$ cat src/rtl/cordic_pkg.sv
// ----------------------------------------------------------------------------
// cordic_pkg
// Shared definitions for the CORDIC scheduling slice: default operand width,
// default WAIT timeout, the scheduler state encoding and the helper that
// sizes requester-index fields.
// ----------------------------------------------------------------------------
package cordic_pkg;

    localparam int W_DEF       = 16;   // operand/result width, same Q-format as the core
    localparam int NREQ_DEF    = 4;    // default number of requesters
    localparam int TIMEOUT_DEF = 512;  // WAIT cycles before abort; core nominally needs 13*18

    typedef enum logic [1:0] {
        IDLE   = 2'd0,
        LAUNCH = 2'd1,
        WAIT   = 2'd2,
        RESP   = 2'd3
    } sched_state_t;

    // Width of a requester index; never narrower than one bit.
    function automatic int id_width(input int n);
        return (n > 1) ? $clog2(n) : 1;
    endfunction

endpackage

$ cat src/rtl/rr_arbiter.sv
// ----------------------------------------------------------------------------
// rr_arbiter
// Purely combinational round-robin arbiter. Scans the request vector starting
// at index ptr and wrapping modulo NREQ; the first requester found wins.
// Reusable by any scheduler that shares one resource among NREQ clients.
//
// Ports
//   req        in   NREQ  request vector
//   ptr        in   IDW   highest-priority index for this cycle (must be < NREQ)
//   grant      out  NREQ  one-hot grant (all zero when no request)
//   grant_idx  out  IDW   binary index of the granted requester
//   any        out  1     at least one request present
// ----------------------------------------------------------------------------
module rr_arbiter
    import cordic_pkg::*;
#(
    parameter  int NREQ = NREQ_DEF,
    localparam int IDW  = id_width(NREQ)
) (
    input  logic [NREQ-1:0] req,
    input  logic [IDW-1:0]  ptr,
    output logic [NREQ-1:0] grant,
    output logic [IDW-1:0]  grant_idx,
    output logic            any
);

    // Candidate index for scan position i: (ptr + i) mod NREQ. Works for
    // non-power-of-two NREQ because ptr is always below NREQ.
    function automatic logic [IDW-1:0] wrap_idx(input logic [IDW-1:0] p, input int off);
        int s;
        s = int'(p) + off;
        if (s >= NREQ) begin
            s = s - NREQ;
        end
        return IDW'(s);
    endfunction

    logic [IDW-1:0] cand [NREQ];

    always_comb begin
        for (int i = 0; i < NREQ; i++) begin
            cand[i] = wrap_idx(ptr, i);
        end
    end

    always_comb begin
        // NOTE: every output gets a default before the scan; a path that
        // leaves one unassigned would infer a latch.
        grant     = '0;
        grant_idx = '0;
        any       = 1'b0;
        for (int i = 0; i < NREQ; i++) begin
            if (!any && req[cand[i]]) begin
                any            = 1'b1;
                grant[cand[i]] = 1'b1;
                grant_idx      = cand[i];
            end
        end
    end

endmodule

$ cat src/rtl/cordic_sched.sv
// ----------------------------------------------------------------------------
// cordic_sched
// Round-robin scheduler sharing one bit-serial CORDIC rotation engine among
// NREQ requesters. One transaction is in flight at a time: a request is
// granted in IDLE, the engine is launched with a one-cycle eng_start pulse,
// the scheduler waits for eng_done (or a timeout) and then presents the
// result, tagged with the requester index, on the response channel.
//
// Ports
//   clk, rst                   clock; synchronous active-high reset
//   req_valid / req_ready      per-requester handshake (req_ready one-hot or 0)
//   req_x0, req_y0, req_z0     flattened operands, requester i at [i*W +: W]
//   rsp_valid / rsp_ready      response handshake
//   rsp_id                     requester index of the response
//   rsp_x, rsp_y               rotated vector (0 on timeout)
//   rsp_err                    response aborted by timeout
//   eng_start                  one-cycle launch pulse to the core
//   eng_x0, eng_y0, eng_z0     operands to the core, held from LAUNCH on
//   eng_done, eng_x, eng_y     core completion level and result
// ----------------------------------------------------------------------------
module cordic_sched
    import cordic_pkg::*;
#(
    parameter  int NREQ    = NREQ_DEF,
    parameter  int W       = W_DEF,
    parameter  int TIMEOUT = TIMEOUT_DEF,
    localparam int IDW     = id_width(NREQ)
) (
    input  logic              clk,
    input  logic              rst,

    input  logic [NREQ-1:0]   req_valid,
    output logic [NREQ-1:0]   req_ready,
    input  logic [NREQ*W-1:0] req_x0,
    input  logic [NREQ*W-1:0] req_y0,
    input  logic [NREQ*W-1:0] req_z0,

    output logic              rsp_valid,
    input  logic              rsp_ready,
    output logic [IDW-1:0]    rsp_id,
    output logic [W-1:0]      rsp_x,
    output logic [W-1:0]      rsp_y,
    output logic              rsp_err,

    output logic              eng_start,
    output logic [W-1:0]      eng_x0,
    output logic [W-1:0]      eng_y0,
    output logic [W-1:0]      eng_z0,
    input  logic              eng_done,
    input  logic [W-1:0]      eng_x,
    input  logic [W-1:0]      eng_y
);

    // Counter must hold TIMEOUT-1.
    localparam int CW = $clog2(TIMEOUT) + 1;
    localparam logic [CW-1:0] CNT_LAST = CW'(TIMEOUT - 1);

    sched_state_t    state;
    logic [IDW-1:0]  rr_ptr;
    logic [IDW-1:0]  cur_id;
    logic [CW-1:0]   cnt;

    logic [NREQ-1:0] arb_grant;
    logic [IDW-1:0]  arb_idx;
    logic            arb_any;
    logic            grant_now;

    logic [W-1:0]    sel_x0;
    logic [W-1:0]    sel_y0;
    logic [W-1:0]    sel_z0;

    rr_arbiter #(
        .NREQ (NREQ)
    ) u_arb (
        .req       (req_valid),
        .ptr       (rr_ptr),
        .grant     (arb_grant),
        .grant_idx (arb_idx),
        .any       (arb_any)
    );

    // Grants happen only in IDLE. rst is folded in so no requester sees an
    // accept during a reset cycle (the registers will not capture it).
    assign grant_now = (state == IDLE) && arb_any && !rst;
    assign req_ready = grant_now ? arb_grant : '0;

    always_comb begin
        sel_x0 = req_x0[int'(arb_idx)*W +: W];
        sel_y0 = req_y0[int'(arb_idx)*W +: W];
        sel_z0 = req_z0[int'(arb_idx)*W +: W];
    end

    function automatic logic [IDW-1:0] next_ptr(input logic [IDW-1:0] idx);
        return (idx == IDW'(NREQ - 1)) ? '0 : idx + 1'b1;
    endfunction

    // NOTE: all state here is sequential and uses non-blocking assignments so
    // every register samples the pre-edge values of the others.
    always_ff @(posedge clk) begin
        if (rst) begin
            state     <= IDLE;
            rr_ptr    <= '0;
            cur_id    <= '0;
            cnt       <= '0;
            eng_start <= 1'b0;
            eng_x0    <= '0;
            eng_y0    <= '0;
            eng_z0    <= '0;
            rsp_valid <= 1'b0;
            rsp_id    <= '0;
            rsp_x     <= '0;
            rsp_y     <= '0;
            rsp_err   <= 1'b0;
        end else begin
            // eng_start is set only on the IDLE->LAUNCH edge, so it is high
            // for the LAUNCH cycle alone.
            eng_start <= 1'b0;

            case (state)
                IDLE: begin
                    if (grant_now) begin
                        eng_x0    <= sel_x0;
                        eng_y0    <= sel_y0;
                        eng_z0    <= sel_z0;
                        cur_id    <= arb_idx;
                        rr_ptr    <= next_ptr(arb_idx);
                        eng_start <= 1'b1;
                        state     <= LAUNCH;
                    end
                end

                LAUNCH: begin
                    cnt   <= '0;
                    state <= WAIT;
                end

                WAIT: begin
                    // eng_done is only looked at here; the core cleared any
                    // level left from a previous run on the eng_start edge.
                    // Done takes precedence over a coincident timeout.
                    if (eng_done) begin
                        rsp_x     <= eng_x;
                        rsp_y     <= eng_y;
                        rsp_err   <= 1'b0;
                        rsp_id    <= cur_id;
                        rsp_valid <= 1'b1;
                        state     <= RESP;
                    end else if (cnt == CNT_LAST) begin
                        rsp_x     <= '0;
                        rsp_y     <= '0;
                        rsp_err   <= 1'b1;
                        rsp_id    <= cur_id;
                        rsp_valid <= 1'b1;
                        state     <= RESP;
                    end else begin
                        cnt <= cnt + 1'b1;
                    end
                end

                RESP: begin
                    if (rsp_ready) begin
                        rsp_valid <= 1'b0;
                        state     <= IDLE;
                    end
                end

                default: state <= IDLE;
            endcase
        end
    end

endmodule
$ cat config.mk
export PLATFORM = sky130hd
export DESIGN_NAME = cordic_sched
export DESIGN_NICKNAME = d
export VERILOG_FILES = /design/src/rtl/cordic_pkg.sv /design/src/rtl/rr_arbiter.sv /design/src/rtl/cordic_sched.sv
export SDC_FILE = /design/constraint.sdc
export NUM_CORES = 1
export LEC_CHECK = 0
export BUFFER_PORTS_ARGS = -buffer_cell sky130_fd_sc_hd__buf_4
export CAP_MARGIN = 20
export CORE_AREA = 2 2 126 128
export CTS_BUF_LIST = sky130_fd_sc_hd__clkbuf_8
export CTS_CLUSTER_SIZE = 16
export DETAILED_ROUTE_END_ITERATION = 10
export DIE_AREA = 0 0 128 130
export GPL_TIMING_DRIVEN = 0
export PLACE_DENSITY = 0.67
export RECOVER_POWER = 25
export SETUP_SLACK_MARGIN = 0.2
export SKIP_LAST_GASP = 1
export SLEW_MARGIN = 40
export SYNTH_ARGS = -nofsm -noshare
export SYNTH_HDL_FRONTEND = slang
export SYNTH_HIERARCHICAL = 1
export SYNTH_SLANG_ARGS = --single-unit
$ cat constraint.sdc
create_clock -name clk -period 5.2 [get_ports clk]
set_input_delay 0 -clock clk [delete_from_list [all_inputs] [get_ports clk]]
set_output_delay 0 -clock clk [all_outputs]
set_load 0.05 [all_outputs]
==> results of run 1 <==
-- worst max path at each step --
| stage | slack [ns] | from | endpoint |
|---|---|---|---|
| after detailed placement | 1.64 | rr_ptr[1] | eng_z0[15] |
| after floorplan | 2.21 | rr_ptr[0] | eng_z0[5] |
| final | 1.60 | rr_ptr[1] | eng_x0[15] |
| after global routing | 1.42 | rr_ptr[1] | eng_z0[5] |
| after global placement | 1.65 | rr_ptr[1] | eng_z0[15] |
| after CTS | 1.62 | rr_ptr[1] | eng_z0[15] |
-- per-stage QoR --
step           total power [mW]  hold WS (ns)  utilization, %
5_1_grt                    4.89        0.0772            53.8
3_3_place_gp               4.21         0.216            51.5
6_report                   4.60        0.0879            53.8
4_1_cts                    4.76        0.0624            54.9
2_1_floorplan              3.33         0.100               -
3_5_place_dp               4.24         0.221            51.5
-- layout make-up --
class	instances	area, µm²
repair buffers	353	2560
flip-flops and latches	101	2020
well taps	192	240
multi-input cells	365	3040
plain buffers	41	213
fillers	1410	7130
clock inverters	6	53.8
inverters	8	30.0
clock buffers	10	138
-- synth_stat cells, types with 2 or more instances --
library cell               number  area share (%)
sky130_fd_sc_hd__buf_1          8            0.57
sky130_fd_sc_hd__mux4_1         2            0.99
sky130_fd_sc_hd__mux2_2         3            0.64
sky130_fd_sc_hd__a22oi_1        8             1.1
sky130_fd_sc_hd__mux4_2        50              21
sky130_fd_sc_hd__o21ai_0        8            0.76
sky130_fd_sc_hd__nand2_1      110             7.8
sky130_fd_sc_hd__inv_1          8            0.57
sky130_fd_sc_hd__clkbuf_1      19             1.3
sky130_fd_sc_hd__buf_6          5             1.1
sky130_fd_sc_hd__nand4b_1       2            0.33
sky130_fd_sc_hd__buf_4          4            0.57
sky130_fd_sc_hd__dfxtp_1      101              38
sky130_fd_sc_hd__nand3_1        8            0.76
sky130_fd_sc_hd__or3_1          3            0.35
sky130_fd_sc_hd__nand3b_1       2            0.28
sky130_fd_sc_hd__o31ai_4        2            0.80
sky130_fd_sc_hd__nand2b_1       7            0.83
sky130_fd_sc_hd__a21oi_1       64             6.0
sky130_fd_sc_hd__o31ai_1        2            0.28
sky130_fd_sc_hd__a22o_1        32             5.3
sky130_fd_sc_hd__and2_1         7            0.83
sky130_fd_sc_hd__and4b_1        2            0.38
sky130_fd_sc_hd__o211ai_1       4            0.57
sky130_fd_sc_hd__ha_1          11             2.6
sky130_fd_sc_hd__a21o_1         2            0.28
sky130_fd_sc_hd__nor3_1         5            0.47
sky130_fd_sc_hd__and3_1         2            0.24
sky130_fd_sc_hd__nor2_1         9            0.64
sky130_fd_sc_hd__buf_2          5            0.47
-- flip-flops by register name, summed over array words and instances (netlist names) --
| register | count |
|---|---|
| eng_z0 | 16 |
| rsp_err | 1 |
| rsp_valid | 1 |
| rr_ptr | 2 |
| eng_x0 | 16 |
| rsp_x | 16 |
| eng_y0 | 16 |
| state | 2 |
| cur_id | 2 |
| eng_start | 1 |
| rsp_y | 16 |
| rsp_id | 2 |
| cnt | 10 |
-- layout by cell type (no fill, tap or decap), drive strengths merged, types with 2 or more instances in the layout --
cell type and instances:
and2b 2, nor3 5, a21o 2, nand2 110
and4b 2, o21ai 9, buf 294, nand3 9
dlygate4sd3 34, a22oi 8, and2 7, nand4b 2
ha 11, or3 3, inv 11, nand3b 3
nand2b 7, nor2 9, dfxtp 101, o31ai 4
mux2 4, clkbuf 76, a22o 32, mux4 52
and3 2, clkinvlp 3, a21oi 65, o211ai 4
-- layer usage --
metal | wire [µm] | track usage, %
met5 | 26 | 0
met4 | 172 | 3.49
met3 | 1550 | 7.46
met2 | 9770 | 39.7
met1 | 7920 | 27.3
-- tightest hold or removal path, stage by stage --
cell	delay, ns
sky130_fd_sc_hd__buf_4	0.07
sky130_fd_sc_hd__mux4_2	0.21
sky130_fd_sc_hd__nand2_1	0.05
sky130_fd_sc_hd__a21oi_1	0.10
-- cell families (layout without fill, tap and decap cells) --
family,after synthesis,count (layout),synth area share [%]
buffers and inverters,49,418,4.58
DFF,101,101,38.1
muxes,57,57,23.3
and+or+nand+nor,166,166,14.9
adders and majority gates,11,11,2.60
AOI/OAI and AO/OA,131,131,16.5
-- power by group through the flow --
stage	combinational (mW)	sequential (mW)	clock (mW)
floorplan	1.40	1.93	0
global placement	3.05	1.16	0
detailed placement	3.07	1.17	0
CTS	3.09	1.16	0.519
global route	3.17	1.18	0.535
finish	2.95	1.15	0.497
==> reports/qor.log, run 1 <==
INFO  placed_design  placed_cells=1026
INFO  setup_path     startpoint_type=flip-flop
INFO  drt            routed_wirelength=19400µm
INFO  synth          synthesis.area=0.00530mm²
INFO  power          power.share.combinational=64.1%
INFO  timing         worst_slew_pin_slew=0.748ns
INFO  timing         setup-violations-final=0
INFO  timing         clock-skew-final=0.00975ns
INFO  timing         finalHoldViolCount=0
INFO  global_route   vias_in_the_first_global_route=5353
INFO  global_route   pin_count_of_the_biggest_net_entering_global_routing=19
INFO  setup_path     critPathMaxFanout=10
INFO  hold_path      min-delay-path-class=in -> reg
INFO  cts            cts-root-buf=sky130_fd_sc_hd__clkbuf_8
INFO  timing         finalMaxSlewViolations=0
INFO  setup_path     ff2ff_setup_slack=1.60ns
INFO  floorplanning  total_i_o_pin_count=321
INFO  global_route   global_route.usage.total=22.4%
INFO  synth          syn_avg_cell_area=10.3µm²
INFO  global_route   grt_antenna_before_repair=0
INFO  synth          ys.warnings.count=6
INFO  finish         fin_cells=1076
INFO  drt            route.antenna.remaining_nets=0
INFO  timing         final.min_clock_period=3.60ns
INFO  placed_design  dp_area=0.00794mm²
INFO  finish         areaGrowthSynthToFinish=56.4%
INFO  finish         layout-drive-gt1-share=41.1%
INFO  floorplanning  fp-row-count=46
INFO  timing         min_period_over_period=69.3%
INFO  power          power_per_cell_area=555mW/mm²
INFO  synth          leading_register_cell_type_out_of_synthesis=sky130_fd_sc_hd__dfxtp_1
INFO  floorplanning  floorplan.die.height=130µm
INFO  hold_path      hold_path_depth=4
INFO  timing         tns=0ns
INFO  timing         rsz0062_at_grt=false
INFO  floorplanning  initial_core_util=34.4%
INFO  synth          mappedNetlistNets=758
INFO  finish         diodes=0
INFO  hold_path      holdPathEnd=eng_z0[2]
INFO  cts            worst_skew_pair.late_latency=0.38ns
INFO  drt            routed_vias=5461
INFO  setup_path     timing.critical_path.cells=inv_1, ha_1, mux4_2, buf_6, o311ai_0, a32o_1, buf_1, mux4_2, nand2_1, a21oi_1
INFO  setup_path     end_kind=flip-flop
INFO  timing         postLayoutSetupSlackWorst=1.60ns
INFO  setup_path     critical_path_class=reg -> reg
INFO  cts            hold_buffers=34
INFO  placed_design  placement.setup.worst_slack=1.64ns
INFO  setup_path     cp_slowest_stage_delay=0.61ns
INFO  setup_path     timing.critical_path.mode_cell=sky130_fd_sc_hd__mux4_2
INFO  cts            tritoncts_clock_tree=built
INFO  drt            drt_iter0_markers=207
INFO  synth          proportion_of_register_bits_with_asynchronous_set_or_reset_after_synthesis=0%
INFO  power          p_clk_share=10.8%
INFO  setup_path     critical_path.reg2reg.endpoint=eng_x0[15]
INFO  cts            path_clk_slew=0.10ns
INFO  cts            htree_num_levels=3
INFO  placed_design  placer_congestion_estimate=0.837
INFO  floorplanning  x_dimension_of_the_die=128µm
INFO  placed_design  dp_hpwl=15500µm
INFO  cts            clock_path_buffers=2
INFO  setup_path     ff2ff_path_depth=10
INFO  hold_path      worstHoldStart=req_z0[34]
INFO  floorplanning  coreArea=0.0154mm²
INFO  power          netSwitchingFraction=49.9%
INFO  setup_path     slowest_cell_on_the_critical_path=sky130_fd_sc_hd__buf_1
INFO  finish         nNetsFinal=1122
INFO  setup_path     cp_data_required_time=5.46ns
INFO  setup_path     reg2reg_launch_point=rr_ptr[1]
INFO  setup_path     critPathArrivalTime=3.86ns
INFO  setup_path     crit_cells=10
INFO  cts            cts_resized=0
INFO  cts            clock-sinks=101
INFO  synth          netlist_instances=515
INFO  cts            cts_made_buffers=9
INFO  setup_path     critPathTopFamily=buffers and inverters
INFO  drt            post_drt_via_cell_ratio=5.08
INFO  timing         worst_slew_margin_rel=50.1%
INFO  placed_design  numPortBuffers=319
INFO  synth          synth_sequential_area_ratio=38.1%
INFO  power          cell_internal_pwr=2.31mW
INFO  finish         design_area=0.00829mm²
INFO  drt            drt_pre_antenna_iters=5
INFO  power          power.ir.vdd_worst=0.000275V
INFO  power          seqPwrFrac=25.1%
INFO  drt            drc=0
INFO  synth          synth-edff-count=0
INFO  synth          yosys_register_bits=101
INFO  floorplanning  floorplan.die_area=0.0166mm²
INFO  global_route   grt-ovfl-total=0
INFO  synth          yosysUniqueCellTypes=50
INFO  cts            setup_buffers_after_cts=0
INFO  global_route   grt_pass1_wl=28700µm
INFO  outcome        status=finished, final reports clean
INFO  setup_path     crit_buf_inv=3
INFO  run            drv.max_cap_violation_count=0
INFO  power          power_leakage=3.56nW
INFO  power          p_sw=2.29mW
INFO  timing         fmaxAchievable=0.278GHz
INFO  drt            post_drt_wl_per_cell=18.1µm
Power figures use the tool's default switching activity.
==> run 2, diff against run 1 <==
--- a/config.mk
+++ b/config.mk
@@ -5,15 +5,16 @@
 export SDC_FILE = /design/constraint.sdc
 export NUM_CORES = 1
 export LEC_CHECK = 0
+export ABC_AREA = 1
 export BUFFER_PORTS_ARGS = -buffer_cell sky130_fd_sc_hd__buf_4
 export CAP_MARGIN = 20
-export CORE_AREA = 2 2 126 128
+export CORE_AREA = 2 2 124 126
 export CTS_BUF_LIST = sky130_fd_sc_hd__clkbuf_8
 export CTS_CLUSTER_SIZE = 16
 export DETAILED_ROUTE_END_ITERATION = 10
-export DIE_AREA = 0 0 128 130
+export DIE_AREA = 0 0 126 128
 export GPL_TIMING_DRIVEN = 0
-export PLACE_DENSITY = 0.67
+export PLACE_DENSITY = 0.75
 export RECOVER_POWER = 25
 export SETUP_SLACK_MARGIN = 0.2
 export SKIP_LAST_GASP = 1
==> constraint.sdc (replaced) <==
create_clock -name clk -period 2.96 [get_ports clk]
set_input_delay 0 -clock clk [delete_from_list [all_inputs] [get_ports clk]]
set_output_delay 0 -clock clk [all_outputs]
set_load 0.05 [all_outputs]
==> run 2 against run 1 <==
Compared with the run above:
- flip-flop and latch count stayed put
- clock skew up 0.0068 ns
- critical path depth grew 6
- cell area increased by 25%
- clock power increased by 90%
- first-iteration DRC count rose to 2.5 times the previous value
- fmax rose by 35%
- worst hold slack worse by 0.056 ns
- die area shrank 3.1%
- largest cell class is now non-clock buffers
==> reports/qor.log, run 2 <==
INFO  power          power_leakage=4.72nW [+33%]
INFO  cts            worst_skew_pair.late_latency=0.40ns [+0.02 ns]
INFO  power          power.ir.vdd_worst=0.00111V [+300%]
INFO  placed_design  placed_cells=1393 [+36%]
INFO  drt            routed_wirelength=27400µm [+41%]
INFO  timing         finalMaxSlewViolations=0 [unchanged]
INFO  timing         tns=0ns [unchanged]
INFO  finish         diodes=0 [unchanged]
INFO  synth          yosysUniqueCellTypes=31 [-38%]
INFO  setup_path     timing.critical_path.cells=clkinvlp_4, ha_4, inv_1, nand2_1, nand2_2, nor2_4, buf_6, nand4_1, nand3_1, clkbuf_4, buf_4, buf_6, a21oi_1, nand2_1, nand2_1, a21oi_1
INFO  run            drv.max_cap_violation_count=0 [unchanged]
INFO  synth          post-synth-top-area-fraction=35.1% [-3.0 points]
INFO  global_route   global_route.usage.total=32.4% [+10 points]
INFO  timing         final.min_clock_period=2.68ns [-0.924 ns]
INFO  global_route   vias_in_the_first_global_route=8415 [+57%]
INFO  synth          synth-edff-count=0 [unchanged]
INFO  placed_design  placer_congestion_estimate=0.943 [+13%]
INFO  floorplanning  fp-row-count=45 [-2.2%]
INFO  synth          synth_sequential_area_ratio=35.1% [-3.0 points]
INFO  finish         layout-drive-gt1-share=26.9% [-14 points]
INFO  finish         layout.cells.most_common_list=sky130_fd_sc_hd__buf_4 (289), sky130_fd_sc_hd__nand2_1 (231), sky130_fd_sc_hd__dlygate4sd3_1 (174)
INFO  drt            drt_pre_antenna_iters=5 [unchanged]
INFO  drt            post_drt_wl_per_cell=17.3µm [-4.5%]
INFO  timing         rsz0062_at_grt=true
INFO  outcome        status=finished, final reports clean
INFO  synth          leading_register_cell_type_out_of_synthesis=sky130_fd_sc_hd__dfxtp_1
INFO  drt            routed_vias=8392 [+54%]
INFO  finish         fin_cells=1588 [+48%]
INFO  setup_path     cp_data_required_time=3.30ns [-2.16 ns]
INFO  synth          mappedNetlistNets=1129 [+49%]
INFO  global_route   grt-ovfl-total=0 [unchanged]
INFO  cts            htree_num_levels=3 [unchanged]
INFO  setup_path     cp_slowest_stage_delay=0.41ns [-0.20 ns]
INFO  timing         clock-skew-final=0.0165ns [+0.00678 ns]
INFO  cts            tritoncts_clock_tree=built
INFO  synth          ys.warnings.count=6 [unchanged]
INFO  finish         layout.cells.most_common=sky130_fd_sc_hd__buf_4
INFO  setup_path     crit_buf_inv=6 [+3]
INFO  floorplanning  floorplan.die.height=128µm [-1.5%]
INFO  global_route   grt_antenna_before_repair=0 [unchanged]
INFO  power          power_per_cell_area=1240mW/mm² [+120%]
INFO  floorplanning  total_i_o_pin_count=321 [unchanged]
INFO  synth          synthesis.area=0.00576mm² [+8.7%]
INFO  global_route   grt_pass1_wl=41900µm [+46%]
INFO  setup_path     slowest_cell_on_the_critical_path=sky130_fd_sc_hd__dfxtp_4
INFO  synth          syn_avg_cell_area=6.50µm² [-37%]
INFO  synth          netlist.top_cell.by_area=sky130_fd_sc_hd__dfxtp_1
INFO  setup_path     critPathTopFamily=buffers and inverters
INFO  synth          yosys_register_bits=101 [unchanged]
INFO  placed_design  dp_hpwl=17600µm [+14%]
INFO  finish         areaGrowthSynthToFinish=79.3%
INFO  placed_design  numPortBuffers=319 [unchanged]
INFO  synth          proportion_of_register_bits_with_asynchronous_set_or_reset_after_synthesis=0% [unchanged]
INFO  floorplanning  coreArea=0.0149mm² [-3.6%]
INFO  timing         worst_slew_margin_rel=53.4% [+3.2 points]
INFO  setup_path     critical_path_class=reg -> reg
INFO  drt            drt_iter0_markers=523 [+150%]
INFO  synth          synth_top_cells_by_area=sky130_fd_sc_hd__dfxtp_1 (35%), sky130_fd_sc_hd__nand2_1 (15%), sky130_fd_sc_hd__a21oi_1 (10%)
INFO  drt            post_drt_via_cell_ratio=5.28 [+4.1%]
INFO  floorplanning  x_dimension_of_the_die=126µm [-1.6%]
INFO  floorplanning  initial_core_util=38.8% [+4.4 points]
INFO  synth          netlist_instances=886 [+72%]
INFO  timing         setup-violations-final=0 [unchanged]
INFO  drt            route.antenna.remaining_nets=0 [unchanged]
INFO  timing         fmaxAchievable=0.373GHz [+35%]
INFO  floorplanning  floorplan.die_area=0.0161mm² [-3.1%]
INFO  power          power.total=12.8mW [+180%]
INFO  setup_path     critPathArrivalTime=3.02ns [-0.84 ns]
INFO  cts            clock_path_buffers=2 [unchanged]
INFO  hold_path      min-delay-path-class=in -> reg
INFO  synth          yosysMostFrequentCell=sky130_fd_sc_hd__nand2_1
INFO  cts            path_clk_slew=0.12ns [+0.02 ns]
INFO  timing         min_period_over_period=90.5% [+21 points]
INFO  setup_path     critPathMaxFanout=10 [unchanged]
INFO  finish         nNetsFinal=1638 [+46%]
INFO  timing         finalHoldViolCount=0 [unchanged]
INFO  cts            clock-sinks=101 [unchanged]
INFO  cts            cts-root-buf=sky130_fd_sc_hd__clkbuf_8
INFO  global_route   pin_count_of_the_biggest_net_entering_global_routing=22 [+3]
INFO  drt            drc=0 [unchanged]
INFO  cts            cts_made_buffers=9 [unchanged]
INFO  setup_path     timing.critical_path.mode_cell=sky130_fd_sc_hd__nand2_1
INFO  synth          synth_commonest_cells=sky130_fd_sc_hd__nand2_1 (231), sky130_fd_sc_hd__nor2_1 (129), sky130_fd_sc_hd__a21oi_1 (119)
INFO  setup_path     startpoint_type=flip-flop
INFO  setup_path     end_kind=flip-flop
INFO  timing         worst_slew_pin_slew=0.702ns [-0.0454 ns]
INFO  finish         n_fill_cell=1223 [-13%]
[run 2: worst paths after layout]
kind | from | endpoint | slack, ns | cells past startpoint
worst max-delay path | rr_ptr[1] | eng_y0[14] | 0.28 | 16
worst min-delay path | req_z0[57] | eng_z0[9] | 0.03 | 5
worst min register to register | rsp_err | rsp_err | 0.47 | 2
worst max register to register | rr_ptr[1] | eng_y0[14] | 0.28 | 16
[run 2: kinds of logic after synthesis]
logic type	after synthesis	share of synthesized area [%]
AO/OA/AOI/OAI	235	22.4
XOR/XNOR	1	0.152
adder cells (fa/ha/maj)	11	2.39
buffers and inverters	96	7.49
AND/OR/NAND/NOR	442	32.4
flip-flops	101	35.1
[run 2: report_power, final]
| part | internal (mW) | switching, mW | total, mW |
|---|---|---|---|
| clock network | 0.344 | 0.601 | 0.945 |
| logic | 3.24 | 6.57 | 9.80 |
| registers | 1.81 | 0.272 | 2.08 |
| total | 5.39 | 7.44 | 12.8 |
[run 2: worst register-to-register path, cell delays in order (launching register included)]
cell and delay, ns:
sky130_fd_sc_hd__dfxtp_4 0.41, sky130_fd_sc_hd__clkinvlp_4 0.14, sky130_fd_sc_hd__ha_4 0.32, sky130_fd_sc_hd__inv_1 0.08
sky130_fd_sc_hd__nand2_1 0.09, sky130_fd_sc_hd__nand2_2 0.07, sky130_fd_sc_hd__nor2_4 0.13, sky130_fd_sc_hd__buf_6 0.15
sky130_fd_sc_hd__nand4_1 0.08, sky130_fd_sc_hd__nand3_1 0.15, sky130_fd_sc_hd__clkbuf_4 0.23, sky130_fd_sc_hd__buf_4 0.21
sky130_fd_sc_hd__buf_6 0.18, sky130_fd_sc_hd__a21oi_1 0.07, sky130_fd_sc_hd__nand2_1 0.12, sky130_fd_sc_hd__nand2_1 0.07
sky130_fd_sc_hd__a21oi_1 0.13
[run 2: layout make-up]
cell class | count | area [µm²] | share of cell area, %
multi-input combinational | 689 | 3330 | 32.3
inverter | 33 | 130 | 1.26
clock buffer | 9 | 124 | 1.20
buffer | 63 | 392 | 3.79
sequential | 101 | 2030 | 19.6
clock inverter | 7 | 88.8 | 0.860
tap | 188 | 235 | 2.28
timing repair buffer | 498 | 4000 | 38.7
[run 2: through the flow]
stage | hold slack (ns) | util, % | setup WS [ns] | area [µm²]
6_report | 0.0318 | 69.5 | 0.281 | 10300
3_5_place_dp | 0.262 | 56.4 | -0.401 | 8390
2_1_floorplan | 0.148 | - | 0.466 | 5760
5_1_grt | 0.0267 | 69.5 | 0.167 | 10300
4_1_cts | 0.00111 | 70.1 | 0.203 | 10400
3_3_place_gp | 0.255 | 56.4 | -0.395 | 8390
[run 2: layer usage]
| layer | up-vias | track usage (%) | share of wire [%] |
|---|---|---|---|
| met2 | 485 | 55.9 | 48 |
| li1 | 3946 | - | - |
| met4 | 0 | 19.7 | 5.9 |
| met1 | 3825 | 36.1 | 38 |
| met5 | - | 0 | 0 |
| met3 | 136 | 7.89 | 8.0 |
[run 2: what timing repair did]
| action | CTS | global route |
|---|---|---|
| pin swaps | 0 | 0 |
| endpoints found under the setup margin | 55 | 54 |
| resized for setup | 39 | 20 |
| setup buffers | 0 | 5 |
| hold buffers | 174 | 0 |
| hold endpoints to repair | 80 | 0 |
==> run 3, diff against run 2 <==
==> constraint.sdc (replaced) <==
create_clock -name clk -period 2.3 [get_ports clk]
set_input_delay 0 -clock clk [delete_from_list [all_inputs] [get_ports clk]]
set_output_delay 0 -clock clk [all_outputs]
set_load 0.05 [all_outputs]
==> run 3 against run 2 <==
Compared with the run above:
- critical path depth rose by 1
- critical endpoint is now eng_z0[2]
- worst hold slack got worse by 0.018 ns
- cell area rose by 3.4%
- clock power rose by 28%
- register-to-register slack got worse by 0.28 ns
- largest power group unchanged
- via count fell by 0.42%
- wire length fell by 0.90%
==> reports/qor.log, run 3 (synthesized netlist as in run 2, its figures left out) <==
INFO  outcome        status=finished, final reports clean
INFO  timing         finalMaxSlewViolations=0 [unchanged]
INFO  timing         final.min_clock_period=2.30ns [-0.381 ns]
INFO  setup_path     end_kind=flip-flop
INFO  floorplanning  x_dimension_of_the_die=126µm [unchanged]
INFO  setup_path     critPathMaxFanout=11 [+1]
INFO  drt            routed_wirelength=27200µm [-0.90%]
INFO  setup_path     critical_path.reg2reg.endpoint=eng_z0[2]
INFO  power          power.share.combinational=78.9% [+2.5 points]
INFO  timing         setup-violations-final=0 [unchanged]
INFO  power          power.total=18.4mW [+44%]
INFO  global_route   grt_antenna_before_repair=0 [unchanged]
INFO  floorplanning  floorplan.die.height=128µm [unchanged]
INFO  setup_path     slowest_cell_on_the_critical_path=sky130_fd_sc_hd__dfxtp_4
INFO  power          seqPwrFrac=14.5% [-1.7 points]
INFO  cts            worst_skew_pair.late_latency=0.40ns [about the same]
INFO  finish         layout-drive-gt1-share=31.7% [+4.8 points]
INFO  power          netSwitchingFraction=54.5% [-3.5 points]
INFO  hold_path      min-delay-path-class=in -> reg
INFO  timing         worst_slew_margin_rel=54.3% [+0.95 points]
INFO  drt            drt_iter0_markers=575 [+9.9%]
INFO  power          p_clk_share=6.6% [-0.8 points]
INFO  cts            cts_made_buffers=9 [unchanged]
INFO  power          power_per_cell_area=1730mW/mm² [+39%]
INFO  timing         postLayoutSetupSlackWorst=0.00151ns [-0.279 ns]
INFO  power          power.ir.vdd_worst=0.00139V [+25%]
INFO  timing         worst_slew_pin_slew=0.688ns [-0.0144 ns]
INFO  drt            post_drt_wl_per_cell=17.1µm [-0.65%]
INFO  cts            tritoncts_clock_tree=built
INFO  global_route   pin_count_of_the_biggest_net_entering_global_routing=22 [unchanged]
INFO  floorplanning  fp-row-count=45 [unchanged]
INFO  global_route   vias_in_the_first_global_route=8388 [-0.32%]
INFO  global_route   global_route.usage.total=31.6% [-0.77 points]
INFO  global_route   grt_pass1_wl=41000µm [-2.1%]
INFO  timing         clock-skew-final=0.0144ns [-0.00214 ns]
INFO  run            drv.max_cap_violation_count=0 [unchanged]
INFO  cts            path_clk_slew=0.12ns [about the same]
INFO  setup_path     critPathArrivalTime=2.60ns [-0.42 ns]
INFO  floorplanning  initial_core_util=38.8% [unchanged]
INFO  cts            clock-sinks=101 [unchanged]
INFO  finish         areaGrowthSynthToFinish=85.5%
INFO  drt            post_drt_via_cell_ratio=5.28 [-0.17%]
INFO  drt            routed_vias=8357 [-0.42%]
INFO  placed_design  numPortBuffers=319 [unchanged]
INFO  hold_path      worstHoldStart=req_z0[62]
INFO  setup_path     cp_data_required_time=2.60ns [-0.70 ns]
INFO  floorplanning  floorplan.die_area=0.0161mm² [unchanged]
INFO  drt            drt_pre_antenna_iters=5 [unchanged]
INFO  cts            clock_path_buffers=2 [unchanged]
INFO  cts            cts-root-buf=sky130_fd_sc_hd__clkbuf_8
INFO  setup_path     startpoint_type=flip-flop
INFO  timing         fmaxAchievable=0.435GHz [+17%]
INFO  placed_design  placement.setup.worst_slack=-0.419ns [-0.0176 ns]
INFO  timing         finalHoldViolCount=0 [unchanged]
INFO  floorplanning  coreArea=0.0149mm² [unchanged]
INFO  setup_path     reg2reg_launch_point=rr_ptr[0]
INFO  finish         layout.cells.most_common=sky130_fd_sc_hd__buf_4
INFO  setup_path     critical_path_class=reg -> reg
INFO  finish         diodes=0 [unchanged]
INFO  timing         rsz0062_at_grt=true
INFO  setup_path     cp_slowest_stage_delay=0.41ns [about the same]
INFO  power          power_leakage=4.87nW [+3.3%]
INFO  hold_path      holdPathEnd=eng_z0[14]
INFO  setup_path     ff2ff_setup_slack=0.002ns [-0.28 ns]
INFO  drt            drc=0 [unchanged]
INFO  timing         min_period_over_period=99.9% [+9.4 points]
INFO  timing         tns=0ns [unchanged]
INFO  global_route   grt-ovfl-total=0 [unchanged]
INFO  hold_path      hold_path_depth=5 [unchanged]
INFO  placed_design  dp_hpwl=17400µm [-1.2%]
INFO  drt            route.antenna.remaining_nets=0 [unchanged]
INFO  power          p_sw=10.1mW [+35%]
INFO  placed_design  placer_congestion_estimate=0.961 [+1.9%]
INFO  setup_path     timing.critical_path.cells=inv_8, ha_4, inv_4, nand2_2, nand2_2, nor2_4, buf_6, nand3_1, nand3_2, buf_8, inv_8, buf_12, buf_12, nand2_1, nand3_1, nand2_1, a21oi_1
INFO  finish         final_core_utilization=71.9% [+2.4 points]
INFO  power          cell_internal_pwr=8.38mW [+56%]
INFO  finish         nNetsFinal=1634 [-0.24%]
INFO  floorplanning  total_i_o_pin_count=321 [unchanged]
INFO  finish         layout.cells.most_common_list=sky130_fd_sc_hd__buf_4 (305), sky130_fd_sc_hd__nand2_1 (226), sky130_fd_sc_hd__dlygate4sd3_1 (150)
INFO  setup_path     ff2ff_path_depth=17 [+1]
INFO  cts            htree_num_levels=3 [unchanged]
## run 3: changes by cell type in the layout (fill, tap and decap cells not counted), moves of 9 or more
cell                            before  now
sky130_fd_sc_hd__buf_4             289  305
sky130_fd_sc_hd__clkbuf_1           58   46
sky130_fd_sc_hd__a21oi_1           119  107
sky130_fd_sc_hd__nor2_1            128  119
sky130_fd_sc_hd__clkbuf_2           14    5
sky130_fd_sc_hd__a21oi_2             0   12
sky130_fd_sc_hd__dlygate4sd3_1     174  150
## run 3: worst max-delay path by stage
stage	start	to	slack, ns
after floorplan	rr_ptr[0]	eng_y0[0]	0.20
after global placement	rr_ptr[0]	eng_y0[2]	-0.35
after detailed placement	rr_ptr[0]	eng_y0[2]	-0.42
after CTS	rr_ptr[0]	eng_x0[14]	0.02
after global routing	rr_ptr[0]	eng_z0[1]	-0.13
final	rr_ptr[0]	eng_z0[2]	0.002
## run 3: timing repair
| action | 4_1_cts | 5_1_grt |
|---|---|---|
| hold buffers | 150 | 0 |
| gates cloned | 1 | 1 |
| endpoints found under the hold margin | 75 | 0 |
| setup endpoints to repair | 57 | 57 |
| resized for setup | 82 | 64 |
| pin swaps | 10 | 20 |
| setup buffers | 12 | 11 |
## run 3: final cells by class
| cell class | instances | area, µm² |
|---|---|---|
| Sequential cell | 101 | 2030 |
| Clock inverter | 7 | 91.3 |
| Inverter | 33 | 146 |
| Tap cell | 188 | 235 |
| Timing Repair Buffer | 494 | 4000 |
| Fill cell | 1161 | 4180 |
| Buffer | 63 | 581 |
| Multi-Input combinational cell | 689 | 3480 |
| Clock buffer | 9 | 124 |
## run 3: metal layers
metal	global-route usage, %	part of all wire [%]	up-vias
met3	6.76	7.4	126
met4	18.4	5.2	0
met2	55.6	49	477
met5	0	0	-
met1	35.4	38	3807
li1	-	-	3947
## run 3: power by group through the flow
stage,Sequential [mW],Combinational [mW],Clock (mW)
finish,2.68,14.5,1.21
global route,2.73,15.6,1.30
CTS,2.66,13.3,1.22
detailed placement,2.71,11.7,0
global placement,2.69,11.6,0
floorplan,4.33,6.69,0
## run 3: stage by stage
step           hold slack [ns]  cell area, µm²  cells
4_1_cts               0.000481           10600   1572
3_3_place_gp             0.253            8460   1393
6_report                0.0138           10700   1584
2_1_floorplan            0.148            5830    886
3_5_place_dp             0.257            8460   1393
5_1_grt                 0.0208           10700   1584
## run 3: worst max-delay path, delay by kind of cell, from the launching register on
| kind | cells | cell delay, ns |
|---|---|---|
| adders and majority gates | 1 | 0.29 |
| buffers and inverters | 7 | 0.74 |
| and+or+nand+nor | 8 | 0.70 |
| DFF | 1 | 0.41 |
| AOI/OAI and AO/OA | 1 | 0.07 |
